<file path="config.mk">
export PLATFORM = sky130hd
export DESIGN_NAME = issue_scoreboard
export DESIGN_NICKNAME = d
export VERILOG_FILES = /design/src/rtl/issue_scoreboard.sv
export SDC_FILE = /design/constraint.sdc
export NUM_CORES = 1
export LEC_CHECK = 0
export CAP_MARGIN = 0
export CORE_MARGIN = 2
export CORE_UTILIZATION = 50
export DETAILED_ROUTE_END_ITERATION = 10
export GPL_TIMING_DRIVEN = 0
export PLACE_DENSITY = 0.79
export SLEW_MARGIN = 20
export SYNTH_ARGS = -nofsm -noshare
export SYNTH_HDL_FRONTEND = slang
export SYNTH_SLANG_ARGS = --single-unit
</file>
<file path="constraint.sdc">
create_clock -name clk -period 7.9 [get_ports clk]
set_input_delay 1.58 -clock clk [delete_from_list [all_inputs] [get_ports clk]]
set_output_delay 1.58 -clock clk [all_outputs]
set_load 0.05 [all_outputs]
</file>
<file path="src/rtl/issue_scoreboard.sv">
// -----------------------------------------------------------------------------
// issue_scoreboard
//   Issue controller for the decode stage. Keeps a small pending-write counter
//   per architectural register and a count of instructions in flight. Holds
//   the instruction at decode until its sources are clean. Serialises CSR/ecall
//   instructions by draining the pipeline before issue and holding off further
//   issue until the CSR itself has retired.
//
// Ports
//   clk, rst       clock, synchronous active-high reset
//   id_*           decoded instruction at decode (valid, sources, dest, CSR flag)
//   ex_ready       execute stage can accept an instruction this cycle
//   flush          redirect; kills the instruction at decode this cycle
//   wb_we/wb_addr  register write at writeback (clears one pending write)
//   wb_retire      one instruction of any type leaves writeback
//   issue          instruction at decode moves to execute this cycle
//   id_stall       decode/fetch must hold
//   busy_mask      bit i set when register i has a pending write (bit 0 is 0)
//   csr_state      serialisation FSM state, for debug
// -----------------------------------------------------------------------------
module issue_scoreboard #(
    parameter int CNT_W = 2,
    parameter int OUT_W = 3
) (
    input  logic        clk,
    input  logic        rst,
    input  logic        id_valid,
    input  logic [4:0]  id_rs1,
    input  logic [4:0]  id_rs2,
    input  logic        id_rs1_used,
    input  logic        id_rs2_used,
    input  logic [4:0]  id_rd,
    input  logic        id_rd_wen,
    input  logic        id_is_csr,
    input  logic        ex_ready,
    input  logic        flush,
    input  logic        wb_we,
    input  logic [4:0]  wb_addr,
    input  logic        wb_retire,
    output logic        issue,
    output logic        id_stall,
    output logic [31:0] busy_mask,
    output logic [1:0]  csr_state
);

    typedef enum logic [1:0] {
        IDLE     = 2'd0,
        DRAIN    = 2'd1,
        CSR_WAIT = 2'd2
    } state_e;

    localparam logic [CNT_W-1:0] CNT_MAX = '1;
    localparam logic [OUT_W-1:0] OUT_MAX = '1;

    logic [CNT_W-1:0] cnt_q [32];
    logic [CNT_W-1:0] cnt_d [32];
    logic [OUT_W-1:0] inflight_q, inflight_d;
    state_e           state_q, state_d;

    logic        hazard;
    logic        fsm_allow;
    logic        issue_w;
    logic        infl_zero, infl_full;
    logic [31:0] inc_vec, dec_vec;
    logic [31:0] busy_w;

    assign infl_zero = (inflight_q == '0);
    assign infl_full = (inflight_q == OUT_MAX);

    // No forwarding: any pending write to a source stalls. A destination whose
    // counter is already saturated also stalls, since one more would overflow.
    assign hazard = (id_rs1_used && (id_rs1 != 5'd0) && (cnt_q[id_rs1] != '0))
                 || (id_rs2_used && (id_rs2 != 5'd0) && (cnt_q[id_rs2] != '0))
                 || (id_rd_wen   && (id_rd  != 5'd0) && (cnt_q[id_rd]  == CNT_MAX));

    // Allow decision uses only the registered in-flight count; a retire in the
    // same cycle does not open the gate until the following cycle.
    always_comb begin
        fsm_allow = 1'b0;
        unique case (state_q)
            IDLE:     fsm_allow = id_is_csr ? infl_zero : 1'b1;
            DRAIN:    fsm_allow = infl_zero;
            CSR_WAIT: fsm_allow = 1'b0;
            default:  fsm_allow = 1'b0;
        endcase
        if (infl_full) begin
            fsm_allow = 1'b0;
        end
    end

    assign issue_w  = id_valid && ex_ready && !flush && !hazard && fsm_allow && !rst;
    assign issue    = issue_w;
    assign id_stall = rst || (id_valid && !flush && !issue_w);

    always_comb begin
        state_d = state_q;
        unique case (state_q)
            IDLE: begin
                if (id_valid && id_is_csr && !flush) begin
                    if (issue_w) begin
                        state_d = CSR_WAIT;
                    end else if (!infl_zero) begin
                        state_d = DRAIN;
                    end
                end
            end
            DRAIN: begin
                if (issue_w) begin
                    state_d = CSR_WAIT;
                end else if (flush || !id_valid) begin
                    state_d = IDLE;
                end
            end
            CSR_WAIT: begin
                // flush does not matter here: the CSR has already left decode.
                if (infl_zero) begin
                    state_d = IDLE;
                end
            end
            default: state_d = IDLE;
        endcase
    end

    // One-hot increment/decrement requests; bit 0 is ignored so x0 never counts.
    assign inc_vec = (issue_w && id_rd_wen) ? (32'd1 << id_rd)   : 32'd0;
    assign dec_vec = wb_we                  ? (32'd1 << wb_addr) : 32'd0;

    always_comb begin
        for (int i = 0; i < 32; i++) begin
            cnt_d[i] = cnt_q[i];
        end
        cnt_d[0] = '0;
        for (int i = 1; i < 32; i++) begin
            if (inc_vec[i] && !dec_vec[i] && (cnt_q[i] != CNT_MAX)) begin
                cnt_d[i] = cnt_q[i] + 1'b1;
            end else if (dec_vec[i] && !inc_vec[i] && (cnt_q[i] != '0)) begin
                // A decrement at zero is a protocol error; hold at zero.
                cnt_d[i] = cnt_q[i] - 1'b1;
            end
        end
    end

    always_comb begin
        inflight_d = inflight_q;
        if (issue_w && !wb_retire && !infl_full) begin
            inflight_d = inflight_q + 1'b1;
        end else if (wb_retire && !issue_w && !infl_zero) begin
            inflight_d = inflight_q - 1'b1;
        end
    end

    always_ff @(posedge clk) begin
        if (rst) begin
            for (int i = 0; i < 32; i++) begin
                cnt_q[i] <= '0;
            end
            inflight_q <= '0;
            state_q    <= IDLE;
        end else begin
            for (int i = 0; i < 32; i++) begin
                cnt_q[i] <= cnt_d[i];
            end
            inflight_q <= inflight_d;
            state_q    <= state_d;
        end
    end

    always_comb begin
        busy_w = 32'd0;
        for (int i = 1; i < 32; i++) begin
            busy_w[i] = (cnt_q[i] != '0);
        end
    end

    assign busy_mask = rst ? 32'd0 : busy_w;
    assign csr_state = rst ? IDLE  : state_q;

endmodule

</file>
==> results.txt <==
Fillers: 1,038
Final Util: 61.0%
largest net degree at the start of global routing: 12
Starting Density: 51.4%
arrival time worst endpoint: 5300 ps
MaxCap Viol Count: 0
first-pass GRT wire length: 34.8 mm
layout cells sized above 1: 13.0%
Avg Vias per Cell: 6.94
Slew HR: 22.6%
clock share of power: 47.0%
DRC violations left: 0
min cycle time layout: 6880 ps
min-delay worst type: register to register
cts repair resizes: 0
Flop pwr share: 36.1%
worst endpoint required time: 6320 ps
post-DP HPWL: 16.9 mm
Final Skew: 12.0 ps
PortBufs: 60
Post-synth top flop: dfxtp_1
CP Launch Type: input pin
setup TNS: 0 ps
#FFs+latches synth: 67
core area: 11,400 sq um
crit end category: primary output
1st-iter DRT viols: 1,033
overall power: 958 uW
Logic pwr share: 16.8%
Die X: 112 um
# Post-CTS Setup Buffers: 0
Synth Instances: 753
Netlist Area Pre-Place: 5860 sq um
Int Pwr: 680 uW
period utilization: 87.1%
Placed Area: 6650 sq um
worst skew pair latency: 350 ps
CTS Buffer Depth: 2
Wirelength per Cell: 23.1 um
Slew @ Worst Pin: 1150 ps
die height: 112 um
Async SR Flop Fraction: 0%
clock root buffer: clkbuf_16
P&R area growth vs syn: 18.8%
Max H-tree Level: 3
RSZ-0062 raised after global routing: no
Row Count: 39
layout net count: 856
EDFF count, synth: 0
Final Setup Violations: 0
count of cell types in the netlist: 93
clock slew at reported path FFs: 60 ps
I/O pin count: 67
Max Slew Vio Count: 0
initial antenna violation count: 0
Die ar.: 12,600 sq um
GRT overflow: 0
worst-path fanout max: 10
routed vias: 6,747
WS Path Type: input pin to primary output
vias in the first global route: 6,451
Sequential Area: 1340 sq um
drt pass-1 iters: 5
Sw Pwr: 278 uW
syn_area_per_cell: 7.79 sq um
final WL: 22.5 mm
post-route ant nets: 0
cts hold-fix bufs: 0
Finished Cell Area: 6970 sq um
Net Sw Frac: 29.0%
status: finished, final reports clean
final hold vios: 0
worst hold margin: 497 ps
pwr dens: 137 nW/um^2
gr usage total: 35.3%
multi-input logic area: 4260 sq um
diode count: 0
Num CTS Buffers: 9
CTS sink count: 67
Worst IR Drop VDD: 0.105 mV
CTS tree: built
Achievable Freq: 0.145 GHz
routability cong.: 0.996
warnings from Yosys: 0
syn nets: 785
Pleak: 2.33 nW
post-synthesis sequential area ratio: 22.9%
==> metal layers <==
metal / wire, um / global-route usage [%] / up-vias
met5: 0 / 0 / -
met3: 3040 / 9.29 / 80
met2: 9780 / 54.4 / 491
li1: - / - / 2994
met1: 8710 / 46.0 / 3182
met4: 924 / 17.6 / 0
==> final cells by class <==
cell class	instances	area share, %
multi-input combinational	631	61.2
clock buffer	12	3.54
tap	143	2.57
clock inverter	4	1.06
inverter	18	0.969
timing repair buffer	60	8.62
sequential	67	19.2
buffer	37	2.84
==> sequential cells by signal, summed over array words and instances, names as in the netlist <==
signal      cells
cnt_q          62
state_q         2
inflight_q      3
==> worst paths after layout <==
path	slack, ps	from	endpoint	cells past startpoint
max	1020	id_rs1[0]	id_stall	11
min	500	state_q[1]$_SDFFE_PP0P_	state_q[1]$_SDFFE_PP0P_	1
max reg2reg	4350	cnt_q[29][0]$_SDFFE_PP0P_	cnt_q[31][0]$_SDFFE_PP0P_	9
min reg2reg	500	state_q[1]$_SDFFE_PP0P_	state_q[1]$_SDFFE_PP0P_	1
==> stage by stage <==
step | setup WS [ps] | cells
global placement | 1120 | 956
floorplan | 2700 | 753
finish | 1020 | 972
detailed placement | 1110 | 956
CTS | 1090 | 972
global route | 909 | 972
==> critical path, stage by stage <==
cell and delay (ps):
clkdlybuf4s50_1 480, buf_2 250, nor3b_1 330, o21ai_0 160, a31oi_1 190, or4_1 290, nor3b_4 660, buf_6 260
a21oi_1 100, or2_2 300, clkdlybuf4s50_1 700
==> kinds of logic (layout without fill, tap and decap cells) <==
group	count (synthesis)	in the layout	share of synthesized area, %
AND/OR/NAND/NOR	399	399	37.1
AO/OA/AOI/OAI	195	195	26.6
flip-flops	67	67	22.9
buffers and inverters	55	131	4.52
XOR/XNOR	20	20	2.99
multiplexers	15	15	5.44
adder cells (fa/ha/maj)	1	1	0.341
other	1	1	0.0639
==> power by group through the flow <==
stage / clock (mW) / combinational [mW] / sequential [mW]
after floorplan: 0 / 0.0977 / 0.352
after detailed placement: 0 / 0.155 / 0.353
after global routing: 0.464 / 0.168 / 0.347
after global placement: 0 / 0.152 / 0.353
final: 0.451 / 0.161 / 0.346
after CTS: 0.451 / 0.156 / 0.346
==> placed cells by master (no fill, tap or decap), types with 9 or more instances in the layout <==
cell / n
nor2_1: 122
nand2_1: 83
nand2b_1: 14
nor3b_1: 13
clkdlybuf4s50_1: 60
o211a_1: 9
nand4_1: 14
a211oi_1: 15
nand3_1: 25
clkbuf_16: 9
a221oi_2: 9
a31oi_1: 17
and2_1: 10
nand3b_1: 9
inv_1: 17
mux4_2: 13
dfxtp_1: 67
nor3_1: 19
o21ai_0: 27
a21oi_1: 32
xnor2_1: 14
clkbuf_1: 21
nor4b_1: 10
==> cells in the mapped netlist (9+ instances only) <==
library cell / count / area (sq um)
nor2_1: 122 / 458
nand2_1: 83 / 312
dfxtp_1: 67 / 1340
a21oi_1: 32 / 160
o21ai_0: 27 / 135
nand3_1: 25 / 125
clkbuf_1: 19 / 71.3
nor3_1: 19 / 95.1
a31oi_1: 17 / 106
inv_1: 17 / 63.8
a211oi_1: 15 / 113
nand2b_1: 14 / 87.6
nand4_1: 14 / 87.6
nor3b_1: 14 / 105
xnor2_1: 14 / 123
mux4_2: 13 / 293
and2_1: 10 / 62.6
nor4b_1: 10 / 87.6
a221oi_2: 9 / 135
nand3b_1: 9 / 67.6
o211a_1: 9 / 90.1
Power figures use the tool's default switching activity.
